**src/rtl/uart_tx_fifo.sv**
```systemverilog
// ============================================================================
// Module  : uart_tx_fifo
// Brief   : Byte FIFO with launch controller feeding uart_tx one frame at a time.
// Revision: 1.0 - initial release
// ============================================================================
`default_nettype none

module uart_tx_fifo #(
    parameter int DEPTH  = 16,
    parameter int ADDR_W = 4
) (
    input  logic              i_Clock,
    input  logic              i_Reset_n,
    input  logic              wr_en,
    input  logic [7:0]        wr_data,
    input  logic              ovf_clr,
    output logic              full,
    output logic              empty,
    output logic [ADDR_W:0]   count,
    output logic              overflow,
    output logic              tx_data_valid,
    output logic [7:0]        tx_data,
    input  logic              tx_active,
    input  logic              tx_done,
    output logic              busy
);

    localparam logic [1:0] S_IDLE      = 2'd0;
    localparam logic [1:0] S_LAUNCH    = 2'd1;
    localparam logic [1:0] S_WAIT_DONE = 2'd2;
    localparam logic [1:0] S_GAP       = 2'd3;

    logic [1:0]        state_q, state_d;
    logic [ADDR_W-1:0] rd_ptr_q, rd_ptr_d;
    logic [ADDR_W-1:0] wr_ptr_q, wr_ptr_d;
    logic [ADDR_W:0]   count_q, count_d;
    logic              overflow_q, overflow_d;
    logic              tx_valid_q;
    logic [7:0]        tx_data_q, tx_data_d;
    logic [7:0]        mem_q [DEPTH];

    logic w_wr_accept;
    logic w_pop;

    // Flags come only from the registered count, never from wr_en.
    assign full  = (count_q == (ADDR_W+1)'(DEPTH));
    assign empty = (count_q == '0);

    assign w_wr_accept = wr_en & ~full;
    assign w_pop       = (state_q == S_IDLE) & ~empty & ~tx_active;

    always_comb begin
        state_d = state_q;
        case (state_q)
            S_IDLE:      if (w_pop)   state_d = S_LAUNCH;
            S_LAUNCH:                 state_d = S_WAIT_DONE;
            S_WAIT_DONE: if (tx_done) state_d = S_GAP;
            S_GAP:                    state_d = S_IDLE;
            default:                  state_d = S_IDLE;
        endcase
    end

    always_comb begin
        wr_ptr_d   = w_wr_accept ? wr_ptr_q + ADDR_W'(1) : wr_ptr_q;
        rd_ptr_d   = w_pop       ? rd_ptr_q + ADDR_W'(1) : rd_ptr_q;
        tx_data_d  = w_pop       ? mem_q[rd_ptr_q]       : tx_data_q;
        count_d    = count_q;
        case ({w_wr_accept, w_pop})
            2'b10:   count_d = count_q + (ADDR_W+1)'(1);
            2'b01:   count_d = count_q - (ADDR_W+1)'(1);
            default: count_d = count_q;
        endcase
        // Clear wins over a same-cycle dropped write.
        if (ovf_clr)
            overflow_d = 1'b0;
        else if (wr_en && full)
            overflow_d = 1'b1;
        else
            overflow_d = overflow_q;
    end

    always_ff @(posedge i_Clock or negedge i_Reset_n) begin
        if (!i_Reset_n) begin
            state_q    <= S_IDLE;
            rd_ptr_q   <= '0;
            wr_ptr_q   <= '0;
            count_q    <= '0;
            overflow_q <= 1'b0;
            tx_valid_q <= 1'b0;
            tx_data_q  <= 8'h00;
        end else begin
            state_q    <= state_d;
            rd_ptr_q   <= rd_ptr_d;
            wr_ptr_q   <= wr_ptr_d;
            count_q    <= count_d;
            overflow_q <= overflow_d;
            tx_valid_q <= w_pop;
            tx_data_q  <= tx_data_d;
        end
    end

    always_ff @(posedge i_Clock) begin
        if (w_wr_accept)
            mem_q[wr_ptr_q] <= wr_data;
    end

    assign count         = count_q;
    assign overflow      = overflow_q;
    assign tx_data_valid = tx_valid_q;
    assign tx_data       = tx_data_q;
    assign busy          = (state_q != S_IDLE);

endmodule

`default_nettype wire
```
**config.mk**
```make
export PLATFORM = sky130hd
export DESIGN_NAME = uart_tx_fifo
export DESIGN_NICKNAME = d
export VERILOG_FILES = /design/src/rtl/uart_tx_fifo.sv
export SDC_FILE = /design/constraint.sdc
export NUM_CORES = 1
export LEC_CHECK = 0
export ABC_AREA = 1
export CORE_MARGIN = 2
export CORE_UTILIZATION = 60
export DETAILED_ROUTE_END_ITERATION = 8
export GPL_TIMING_DRIVEN = 0
export HOLD_SLACK_MARGIN = 0.15
export PLACE_DENSITY_LB_ADDON = 0.05
export SLEW_MARGIN = 30
export SYNTH_ARGS = -nofsm -noshare
export SYNTH_HDL_FRONTEND = slang
export SYNTH_SLANG_ARGS = --single-unit
```
**constraint.sdc**
```tcl
create_clock -name i_Clock -period 2.9 [get_ports i_Clock]
set_input_delay 0.725 -clock i_Clock [delete_from_list [all_inputs] [get_ports i_Clock]]
set_output_delay 0.725 -clock i_Clock [all_outputs]
set_load 0.01 [all_outputs]
```
**Yosys cells after proc, flatten, opt, wreduce, memory -nomap -nowiden**

Memory sizes are Yosys's and may differ from the RTL's. A register that Yosys moved wholly into a read port is not among the register bits.
Cells that the tools add are included.

- Add/subtract/negate cells: 4
- Eq/ne operators: 8
- Mux-type cells: 8
- Bitwise gates (word level): 6
- Reductions and logical operators: 8

Operators with widths:

| kind | number |
|---|---|
| one-hot mux 5 bit (2 select lines) | 1 |
| adder 4 x 1 -> 4 bit, second input constant | 2 |
| one-hot mux 2 bit (4 select lines) | 1 |
| equality test 2 bit, second input constant | 3 |
| nonzero test 2 bit | 3 |
| adder 5 x 1 -> 5 bit, second input constant | 1 |
| equality test 5 bit, second input constant | 1 |
| logical NOT 5 bit | 1 |
| subtractor 5 x 1 -> 5 bit, second input constant | 1 |
| equality test 2 x 1 -> 1 bit, second input constant | 2 |
| 2-to-1 mux 1 bit | 4 |
| 2-to-1 mux 2 bit | 2 |
| != test 2 bit, second input constant | 2 |
| AND 1 bit | 3 |
| inverter 1 bit | 3 |
| logical NOT 2 bit | 1 |
| AND reduction 2 bit | 1 |
| logical AND 1 bit | 1 |
| logical NOT 1 bit | 1 |

- Bits in registers: 17
- Memory bits (writable): 128
- Bits of input ports: 14
- Output and inout port bits: 18
- Memories kept: 1

Memories:

| name | words | bits a word | rd ports | clocked after Yosys merged registers in | wr ports | RTL line | text |
|---|---|---|---|---|---|---|---|
| mem_q | 16 | 8 | 1 | 1 | 1 | 40 | `logic [7:0] mem_q [DEPTH];` |

**Longest topological paths before layout**

Gate-level depths: netlist of the first run.

- Depth after elaboration: 6
- Mapped depth: 15

**Worst setup path after synthesis of the first run**

Ideal clock, no wire load.

- Path type: input -> register
- Start: input port tx_active
- End: register count_q[4], in the netlist count[4]
- Setup time: 117 ps
- Arrival: 2,262 ps
- Data required time: 2,783 ps
- Slack: 521 ps
- Stages: 14
- Buffers on the path: 1
- Path through: inv_1 > nand3_1 > inv_1 > buf_2 > ha_1 > inv_1 > fa_1 > inv_1 > nand2_1 > nand2_1 > a21oi_1 > xor2_1 > nand2_1 > nand2_1

- Word-level cells in the longest chain between the ends: 4
- Elaborated cells on any way between the ends: 6

Ends and longest elaborated chain:

| item | RTL line | text |
|---|---|---|
| start: declaration | 23 | `input logic tx_active,` |
| inverter 1 bit (*) | 50 | `assign w_pop = (state_q == S_IDLE) & ~empty & ~tx_active;` |
| AND 1 bit (*) | 50 |  |
| via w_pop | 43 | `logic w_pop;` |
| equality test 2 x 1 -> 1 bit / equality test 2 bit (equally long branches) | 68 | `case ({w_wr_accept, w_pop})` |
| one-hot mux 5 bit (2 select lines) / nonzero test 2 bit (equally long branches) | - |  |
| end signal: assignment | 95 | `count_q <= count_d;` |
| end: declaration | 36 | `logic [ADDR_W:0] count_q, count_d;` |

Mark *: on every way through the listed nets, which the timed path passes. The rest lies on a longest branch.
A chain may end at the register's enable or synchronous reset.

**Final worst setup path of the first run**

Ends and elaborated chain as after synthesis.

==> results of run 1 <==
-- cells in the final DEF (no fill, tap or decap) --
cell	Yosys	layout
nand2_1	218	218
edfxtp_1	128	128
inv_1	121	121
nand3_1	101	101
clkdlybuf4s50_1	0	30
dfrtp_1	25	25
buf_2	18	18
clkbuf_16	0	17
nor3_2	0	12
ha_1	12	11
nor2_1	9	9
buf_4	8	9
xor2_1	7	7
clkinv_2	0	7
o21ai_0	5	5
clkinv_1	2	4
inv_2	3	3
a21oi_1	3	3
nand4_1	2	2
nand2_2	2	2
xnor2_1	2	2
clkbuf_1	0	2
bufinv_16	0	2
clkbuf_8	0	2
clkbuf_4	0	1
buf_6	1	1
buf_1	1	1
o21ai_1	1	1
o21bai_1	1	1
a31oi_1	1	1
fa_1	1	1
ha_2	0	1
-- cell families after synthesis --
group / after synthesis
flip-flops: 153
XOR/XNOR: 9
adder cells (fa/ha/maj): 13
AO/OA/AOI/OAI: 11
AND/OR/NAND/NOR: 344
buffers and inverters: 154
-- critical path: cells and delay by family --
kind                       cells  cell delay [ps]
adders and majority gates      2              670
buffers and inverters          6             1020
AOI/OAI and AO/OA              1               70
and+or+nand+nor                5              310
xor gates and xnor gates       1              140
-- cell type report --
cell class / instances / area share
well taps: 143 / 0.0224
inverters: 126 / 0.0593
clock inverters: 11 / 0.0129
repair buffers: 32 / 0.0392
flip-flops and latches: 153 / 0.560
plain buffers: 28 / 0.0210
clock buffers: 21 / 0.0577
multi-input cells: 377 / 0.227
-- registers in the layout (all words and copies together), names as in the netlist --
register and cells:
rd_ptr_q 4, tx_data 8, wr_ptr_q 4, overflow 1, tx_data_valid 1, count 5
mem_q 128, state_q 2
-- per-stage QoR --
| step | setup TNS (ps) | hold slack, ps |
|---|---|---|
| 2_1_floorplan | 0 | 429 |
| 3_5_place_dp | -211 | 469 |
| 3_3_place_gp | -2910 | 465 |
| 6_report | 0 | 316 |
| 5_1_grt | 0 | 363 |
| 4_1_cts | 0 | 325 |
-- what timing repair did --
action                                  CTS  global route
endpoints found under the setup margin    0             1
resized for setup                         0             2
endpoints found under the hold margin     0             0
-- per-layer routing --
metal | share of wire | wire length [um] | up-vias | global-route usage
li1 | - | - | 2291 | -
met1 | 0.42 | 6750 | 2247 | 0.369
met4 | 0.038 | 613 | 0 | 0.124
met2 | 0.49 | 7780 | 154 | 0.449
met3 | 0.049 | 777 | 43 | 0.0552
met5 | 0 | 0 | - | 0
-- power groups by stage --
stage                     clock network, uW  logic, uW  registers (uW)
after floorplan                           0       1840            2940
after global placement                    0       2780            2910
after detailed placement                  0       2900            2930
after CTS                              2120       2930            2880
after global routing                   2210       3260            2920
final                                  2110       2930            2880
-- final timing paths --
path                                              from                 endpoint  slack [ps]  cells past startpoint
worst max-delay path                         tx_active     count[4]$_DFFE_PN0P_         270                     15
worst min-delay path                         i_Reset_n   state_q[1]$_DFFE_PN0P_         320                      1
worst max register to register    count[1]$_DFFE_PN0P_     count[4]$_DFFE_PN0P_         310                     14
worst min register to register  tx_data[2]$_DFFE_PN0P_   tx_data[2]$_DFFE_PN0P_         480                      2
max in group asynchronous                    i_Reset_n  wr_ptr_q[0]$_DFFE_PN0P_        2180                      1
min in group i_Clock            tx_data[2]$_DFFE_PN0P_   tx_data[2]$_DFFE_PN0P_         480                      2
==> summary.txt, run 1 <==
STA
  – Peak Freq: 381 MHz
  – Fin crit share: 0.906
  – RSZ-0062 raised after global routing: false
  – Final setup vio count: 0
  – Final worst slack: about 270 ps
  – Max-slew headroom: 0.401
  – Shortest period the worst path allows: ~2600 ps
  – Worst clock skew: around 4.7 ps
  – Final Max Tran Viols: 0
  – Tightest Pin Transition: approximately 890 ps
  – Fin. Hold Viols: 0

Synth
  – Post-synthesis sequential area ratio: 0.652
  – Leading area contributor after synthesis: edfxtp_1
  – Synth cell count leaders: nand2_1 (218), edfxtp_1 (128), inv_1 (121)
  – Synthesized cell area: ~7000 sq um
  – Number of enable flip-flop cells after synthesis: approximately 130
  – Post-synthesis adder-cell area fraction: 0.0248
  – Avg Cell Area, Syn: about 10 sq um
  – Synth area leaders: edfxtp_1 (56%), nand2_1 (12%), dfrtp_1 (9.1%)
  – Simple-gate area share of the yosys netlist: 0.210
  – Share of the synthesized area in the top cell type: 0.560
  – Synth unique cells: 24
  – Number of synthesized register bits: approximately 150
  – Cells after Synth: 684
  – Synth Area in XOR/XNOR: 0.0115
  – Most numerous cell in the Yosys netlist: nand2_1
  – Yosys warnings: 0
  – Complex-gate fraction of the synthesized area: 0.00858
  – Main synth FF type: edfxtp_1
  – Syn nets: roughly 710
  – Mux contribution to synthesized area: 0
  – Main combinational cell family by area after synthesis: simple AND/OR/NAND/NOR gates
  – Async set-reset flop share out of synthesis: 0.163

Floorplanning
  – IO Pins: 32
  – Initial core utilization: 0.608
  – Total core area: 11300 sq um
  – Die height: 111 um
  – Die X: approximately 110 um
  – Row cnt: 39
  – Area of the die: approximately 12000 sq um

Global routing
  – Total track usage: 0.278
  – Total grt overflow: 0
  – Initial antenna violation count: 0
  – First-pass GRT wire length: between 20000 and 30000 um
  – Vias in the first global route: between 4000 and 5000
  – Largest net degree at the start of global routing: 26

Power
  – Switching power: 2890 uW
  – Clk pwr share: 0.266
  – Total Power: just under 8000 uW
  – Cell Pwr Density: 994 nW/um^2
  – Gate power share: 0.370
  – Sw frac: 0.365
  – Leakage: ~0.0036 uW
  – Internal: a little over 5000 uW
  – Part of the power in registers: 0.364
  – Peak supply drop: between 0.7 and 0.8 mV

Cells and area
  – Number of diodes: 0
  – Final nets: roughly 760
  – Sequential cell area: 4470 sq um
  – Fill cells: 840
  – Final non-filler cell total: between 800 and 900
  – Final Util: 0.708
  – Multi-input gate area in the final layout: 1810 sq um
  – Post-route cell area: 7980 sq um
  – P&R area growth vs syn: 16.3%
  – Layout cells sized above 1: 0.100

Detailed routing
  – DRC: 0
  – Drt wl/cell: around 18 um
  – Post-route ant nets: 0
  – Total number of vias: 4735
  – Final wirelength: around 16000 um
  – TritonRoute pass-1 iters: 5
  – Routed vias/inst: 5.31
  – DR iter-0 viols: between 300 and 400

Setup path
  – Type of the worst setup path: in -> reg
  – Crit-path slowest cell: clkdlybuf4s50_1
  – Critical path peak fanout: 11
  – Critical Path RT: between 3000 and 4000 ps
  – Worst Setup End Kind: flop
  – Startpoint class of the critical path: primary input
  – Critical-path cell list: clkdlybuf4s50_1 -> inv_1 -> nand3_1 -> inv_1 -> buf_2 -> ha_2 -> inv_1 -> fa_1 -> inv_1 -> nand2_1 -> nand2_1 -> a21oi_1 -> xor2_1 -> nand2_1 -> nand2_1
  – Slowest cell delay on critical path: about 410 ps
  – Critical path arrival: roughly 2900 ps

Clock tree
  – Clock root cell: clkbuf_16
  – Longest Clk Path Bufs: 2
  – Cts hold-fix bufs: 0
  – Worst-path clk slew: ~60 ps
  – Sink Count: 153
  – Max H-tree Level: 4
  – Clock Latency Late Sink: between 400 and 500 ps
  – CTS Buf Count: 17
  – CTS tree: yes
  – Setup Buffers After CTS: 0

Placed design
  – Hpwl dp: around 11000 um
  – PortBufs: 31
  – Worst slack, placed: -211 ps
  – Placed Cells incl. Taps: around 860
  – Final GP Congestion: roughly 0.89
  – DP Area: between 7000 and 8000 sq um

Flow run
  – Max Cap Viol: 0

Outcome
  – Run status: finished clean

Worst hold path
  – Worst hold path class: in -> async
Power figures use the tool's default switching activity.
==> inputs of run 2 (changes only) <==
Settings changed: ABC_AREA 1 to default, CORE_ASPECT_RATIO from default to 1.5, CORE_UTILIZATION 60 to 59.
==> run 2 against run 1 <==
Compared with the run above:
- highest routed layer unchanged
- total power is 5.3% lower
- final area is 6.6% lower
- cell count is 38% lower
- sequential share of layout area is 4.0 points higher
- global-route usage is 4.8 points lower
- fmax is 6.6% lower
- non-clock buffer count is 8 lower
- critical path type unchanged
- synthesized cell count is 50% lower
- worst hold slack worse by 12 ps
- critical endpoint unchanged
- utilization is 0.38 points higher
==> summary.txt, run 2 <==
Floorplanning
  – Total core area: 10500 sq um (-7.1%)
  – Row cnt: 46 (+18%)
  – Initial core utilization: 0.598 (-0.0106)
  – Area of the die: 11500 sq um (-6.7%)
  – Die height: 130 um (+17%)
  – Die X: 88.1 um (-21%)
  – IO Pins: 32 (unchanged)

Cells and area
  – Highest-count cells in the layout ignoring fill and taps: edfxtp_1 (128), nand2_1 (30), clkdlybuf4s50_1 (30)
  – Final nets: 422 (-45%)
  – Post-route cell area: 7450 sq um (-6.6%)
  – Layout cells sized above 1: 0.211 (+0.111)
  – Multi-input gate area in the final layout: 1680 sq um (-7.1%)
  – P&R area growth vs syn: 19.0%
  – Number of diodes: 0 (unchanged)
  – Most flops, register: mem_q
  – Sequential cell area: 4470 sq um (about the same)
  – Commonest non-fill, non-tap cell in the layout: edfxtp_1
  – Max reg flops: 128 (unchanged)
  – Fill cells: 687 (-18%)

Synth
  – Share of the synthesized area in the top cell type: 0.614 (+0.0533)
  – Number of synthesized register bits: 153 (unchanged)
  – Post-synthesis sequential area ratio: 0.714 (+0.0620)
  – Syn nets: 369 (-48%)
  – Leading area contributor after synthesis: edfxtp_1
  – Async set-reset flop share out of synthesis: 0.163 (unchanged)
  – Most numerous cell in the Yosys netlist: edfxtp_1
  – Synth cell count leaders: edfxtp_1 (128), nand2_1 (30), dfrtp_1 (25)
  – Cells after Synth: 342 (-50%)
  – Synthesized cell area: 6260 sq um (-8.7%)
  – Avg Cell Area, Syn: 18.3 sq um (+83%)
  – Synth area leaders: edfxtp_1 (61%), dfrtp_1 (10%), mux4_1 (7.1%)
  – Synth unique cells: 38 (+58%)
  – Yosys warnings: 0 (unchanged)
  – Main synth FF type: edfxtp_1
  – Number of enable flip-flop cells after synthesis: 128 (unchanged)

Setup path
  – Critical Path RT: 3200 ps (about the same)
  – Critical path arrival: 3120 ps (+180 ps)
  – Worst Setup End Kind: flop
  – Worst r2r src: state_q[1]$_DFFE_PN0P_
  – Startpoint class of the critical path: primary input
  – Type of the worst setup path: in -> reg
  – Critical path startpoint: tx_active
  – Crit-path slowest cell: or3b_2
  – Slowest cell delay on critical path: 460 ps (+50 ps)
  – Critical path peak fanout: 4 (-7)
  – Critical-path cell list: clkdlybuf4s50_1 -> or3_4 -> inv_2 -> ha_4 -> inv_1 -> fa_2 -> nor2b_1 -> o21ai_0 -> nand3_1 -> or3b_2 -> xnor2_1

STA
  – RSZ-0062 raised after global routing: false
  – Fin crit share: 0.970 (+0.0640)
  – Setup TNS: 0 ps (unchanged)
  – Final worst slack: 86.6 ps (-186 ps)
  – Fin. Hold Viols: 0 (unchanged)
  – Shortest period the worst path allows: 2810 ps (+186 ps)
  – Worst clock skew: 8.41 ps (+3.69 ps)
  – Tightest Pin Transition: 971 ps (+76.3 ps)
  – Final Max Tran Viols: 0 (unchanged)
  – Hold WS: 304 ps (-11.8 ps)
  – Max-slew headroom: 0.350 (-0.0511)
  – Peak Freq: 355 MHz (-6.6%)
  – Final setup vio count: 0 (unchanged)

Worst hold path
  – Worst hold path class: in -> async

Clock tree
  – Clock root cell: clkbuf_16
  – Sink Count: 153 (unchanged)
  – Worst-path clk slew: 60 ps (about the same)
  – CTS tree: yes
  – Cts hold-fix bufs: 0 (unchanged)
  – CTS Buf Count: 17 (unchanged)
  – Clock Latency Late Sink: 420 ps (about the same)
  – Longest Clk Path Bufs: 2 (unchanged)
  – Max H-tree Level: 4 (unchanged)

Power
  – Peak supply drop: 0.605 mV (-20%)
  – Cell Pwr Density: 1010 nW/um^2 (+1.3%)
  – Leakage: 0.00265 uW (-26%)

Placed design
  – PortBufs: 31 (unchanged)
  – DP Area: 6780 sq um (-8.5%)
  – Worst slack, placed: -693 ps (-481 ps)
  – Final GP Congestion: 0.758 (-15%)
  – Hpwl dp: 8040 um (-26%)

Global routing
  – Total track usage: 0.230 (-0.0482)
  – Total grt overflow: 0 (unchanged)
  – Largest net degree at the start of global routing: 26 (unchanged)
  – Vias in the first global route: 3285 (-31%)
  – Initial antenna violation count: 0 (unchanged)
  – First-pass GRT wire length: 18300 um (-28%)

Detailed routing
  – TritonRoute pass-1 iters: 4 (-1)
  – DRC: 0 (unchanged)
  – Final wirelength: 11900 um (-25%)
  – DR iter-0 viols: 180 (-53%)
  – Total number of vias: 3105 (-34%)
  – Routed vias/inst: 5.63 (+5.8%)
  – Post-route ant nets: 0 (unchanged)
  – Drt wl/cell: 21.6 um (+21%)

Outcome
  – Run status: finished clean

Flow run
  – Max Cap Viol: 0 (unchanged)
run 2: worst paths after layout:
| kind | depth (start not counted) | to | slack [ps] |
|---|---|---|---|
| min reg2reg | 2 | tx_data[0]$_DFFE_PN0P_ | 490 |
| min | 1 | count[0]$_DFFE_PN0P_ | 300 |
| max in group asynchronous | 1 | count[1]$_DFFE_PN0P_ | 2180 |
| max reg2reg | 13 | count[4]$_DFFE_PN0P_ | 100 |
| min in group i_Clock | 2 | tx_data[0]$_DFFE_PN0P_ | 490 |
| max | 11 | count[4]$_DFFE_PN0P_ | 90 |
run 2: cell type report:
class / instances / area share
buffer: 17 / 0.0153
multi-input combinational: 158 / 0.226
clock buffer: 22 / 0.0680
tap: 144 / 0.0242
clock inverter: 10 / 0.0151
inverter: 13 / 0.00655
sequential: 153 / 0.600
timing repair buffer: 35 / 0.0450
run 2: critical path, delay by kind of cell:
family | cells | cell delay [ps]
and+or+nand+nor | 4 | 1060
xor gates and xnor gates | 1 | 130
AOI/OAI and AO/OA | 1 | 110
buffers and inverters | 3 | 590
adders and majority gates | 2 | 510
run 2: report_power, final:
group | internal (uW) | leakage, uW | switching (uW) | total (uW)
Clock | 1410 | 0.000302 | 844 | 2260
Sequential | 2750 | 0.00146 | 150 | 2900
Combinational | 1140 | 0.000891 | 1210 | 2350
Total | 5300 | 0.00265 | 2210 | 7510
run 2: stage by stage:
step,instances,utilization,total power (uW)
floorplan,342,-,4470
global placement,517,0.645,5180
detailed placement,519,0.648,5270
CTS,551,0.709,7550
global route,552,0.712,7870
finish,552,0.712,7510
run 2: cell families after synthesis:
family          synth area share
compound gates            0.0240
flops                      0.714
mux                        0.154
fa+ha+maj                 0.0272
simple gates              0.0404
xor+xnor                  0.0140
buf+inv                   0.0266
run 2: metal layers:
layer,GRT usage,share of wire,vias to the layer above,routed length (um)
li1,-,-,1432,-
met1,0.264,0.38,1590,4590
met2,0.421,0.57,68,6810
met3,0.0493,0.030,15,363
met4,0.0775,0.014,0,167
met5,0,0,-,0
run 2: timing repair:
item	CTS	global route
setup endpoints to repair	1	1
resized for setup	8	3
buffers inserted	1	1
==> RTL change, RTL diff (config.mk and constraints of run 1) <==
`DEPTH`: 16 -> 8.
--- a/src/rtl/uart_tx_fifo.sv
+++ b/src/rtl/uart_tx_fifo.sv
@@ -6,7 +6,7 @@
 `default_nettype none
 
 module uart_tx_fifo #(
-    parameter int DEPTH  = 16,
+    parameter int DEPTH  = 8,
     parameter int ADDR_W = 4
 ) (
     input  logic              i_Clock,
Behaviour: not the same (a bounded check fails within 10 cycles, from zero or initial values and one cycle with i_Reset_n low).
==> RTL change against run 1 <==
Final area down 43%. Total power is 44% lower. Clock power fell by 62%. Synthesized area fell by 43%. Largest cell class unchanged. Core utilization increased by 0.58 points. Critical path type is now flop to flop. Setup slack gained 0.030 ns. Highest routed layer unchanged. Sequential cell count fell by 66. Routed wire length fell by 49%.
==> RTL change: results (changes against run 1) <==
Met2 Use GR -> 39.5% (was 44.9%)
Pin count of the biggest net entering global routing -> 24 (was 26)
Post-synth EDFFs -> 64 (was 128)
Met3 GRT Util -> 3.70% (was 5.52%)
DP HPWL -> 5.18 mm (was 10.8 mm)
Inverters -> 68 (was 126)
Internal power -> 2750 uW (was 5040 uW)
Synth Area in Adders -> 3.37% (was 2.48%)
Metal2 WL -> 4.05 mm (was 7.78 mm)
Htree depth -> 3 (was 4)
Non-clk buf share -> 8.70% (was 6.02%)
Crit-path max cell delay -> 0.39 ns (was 0.41 ns)
Multi-input gate area -> 1100 sq um (was 1810 sq um)
NumNets Final -> 462 (was 762)
GRT Total Usage -> 23.9% (was 27.8%)
Worst path slowest cell -> dfrtp_1 (was clkdlybuf4s50_1)
Die Area -> 7230 sq um (was 12,300 sq um)
Met1 Wirelength -> 3.45 mm (was 6.75 mm)
Final GP Congestion -> 0.837 (was 0.893)
Total placed cells including tap cells -> 504 (was 859)
Syn Area/Cell -> 9.94 sq um (was 10.0 sq um)
Post-synthesis xor/xnor area fraction -> 0.667% (was 1.15%)
Leak -> 0.00208 uW (was 0.00357 uW)
Yosys cell types -> 25 (was 24)
Share of layout cells above drive strength 1 -> 9.48% (was 10.0%)
First-pass GRT wire length -> 12.6 mm (was 25.5 mm)
Top delay family on crit path -> adder cells (was buffers and inverters)
Filler Cell Count -> 478 (was 840)
Drt wl/cell -> 15.7 um (was 17.9 um)
Total clock sinks -> 87 (was 153)
Slew headroom -> 34.4% (was 40.1%)
Fin Hold WS -> 0.351 ns (was 0.316 ns)
Ys async rst share -> 26.4% (was 16.3%)
Clock-pin slew on the worst setup and hold paths -> 0.08 ns (was 0.06 ns)
DR iter-0 viols -> 211 (was 384)
Routed wl met3 -> 494 um (was 777 um)
Place WS -> 0.0489 ns (was -0.211 ns)
Status -> completed (unchanged)
Non-filler cells, final -> 520 (was 891)
Worst Path Arrival -> 2.89 ns (was 2.94 ns)
Most common library cells after synthesis -> nand2_1 (126), edfxtp_1 (64), inv_1 (64), nand3_1 (56), dfrtp_1 (23) (was nand2_1 (218), edfxtp_1 (128), inv_1 (121), nand3_1 (101), dfrtp_1 (25))
Num CTS Buffers -> 9 (was 17)
Final setup skew -> 0.00759 ns (was 0.00473 ns)
Placed Area -> 4340 sq um (was 7410 sq um)
Final WS setup -> 0.303 ns (was 0.272 ns)
Post-synthesis sequential area ratio -> 63.4% (was 65.2%)
Vias -> 2,639 (was 4,735)
RTL change: changes by cell type in the layout (fill, tap and decap cells not counted), moves of 6 or more:
cell and delta:
clkbuf_16 -17, buf_2 -9, clkinv_2 -6, nand3_1 -45, buf_4 -6, edfxtp_1 -64, inv_1 -57, nor3_2 -12
nand2_1 -92, clkbuf_8 +7
RTL change: worst paths after layout:
check | endpoint | cells past startpoint | from
setup / recovery | count[4] | 17 | state_q[0]
min in group i_Clock | tx_data[7] | 2 | tx_data[7]
max in group asynchronous | tx_data[0] | 1 | i_Reset_n
hold / removal | state_q[0] | 1 | i_Reset_n
hold reg to reg | tx_data[7] | 2 | tx_data[7]
setup reg to reg | count[4] | 17 | state_q[0]
RTL change: power groups by stage:
stage                     sequential (uW)  clock (uW)  combinational [uW]
after floorplan                      1830           0                1180
after global placement               1810           0                1790
after detailed placement             1810           0                1850
after CTS                            1790         805                1880
after global routing                 1820         853                2090
final                                1790         801                1880
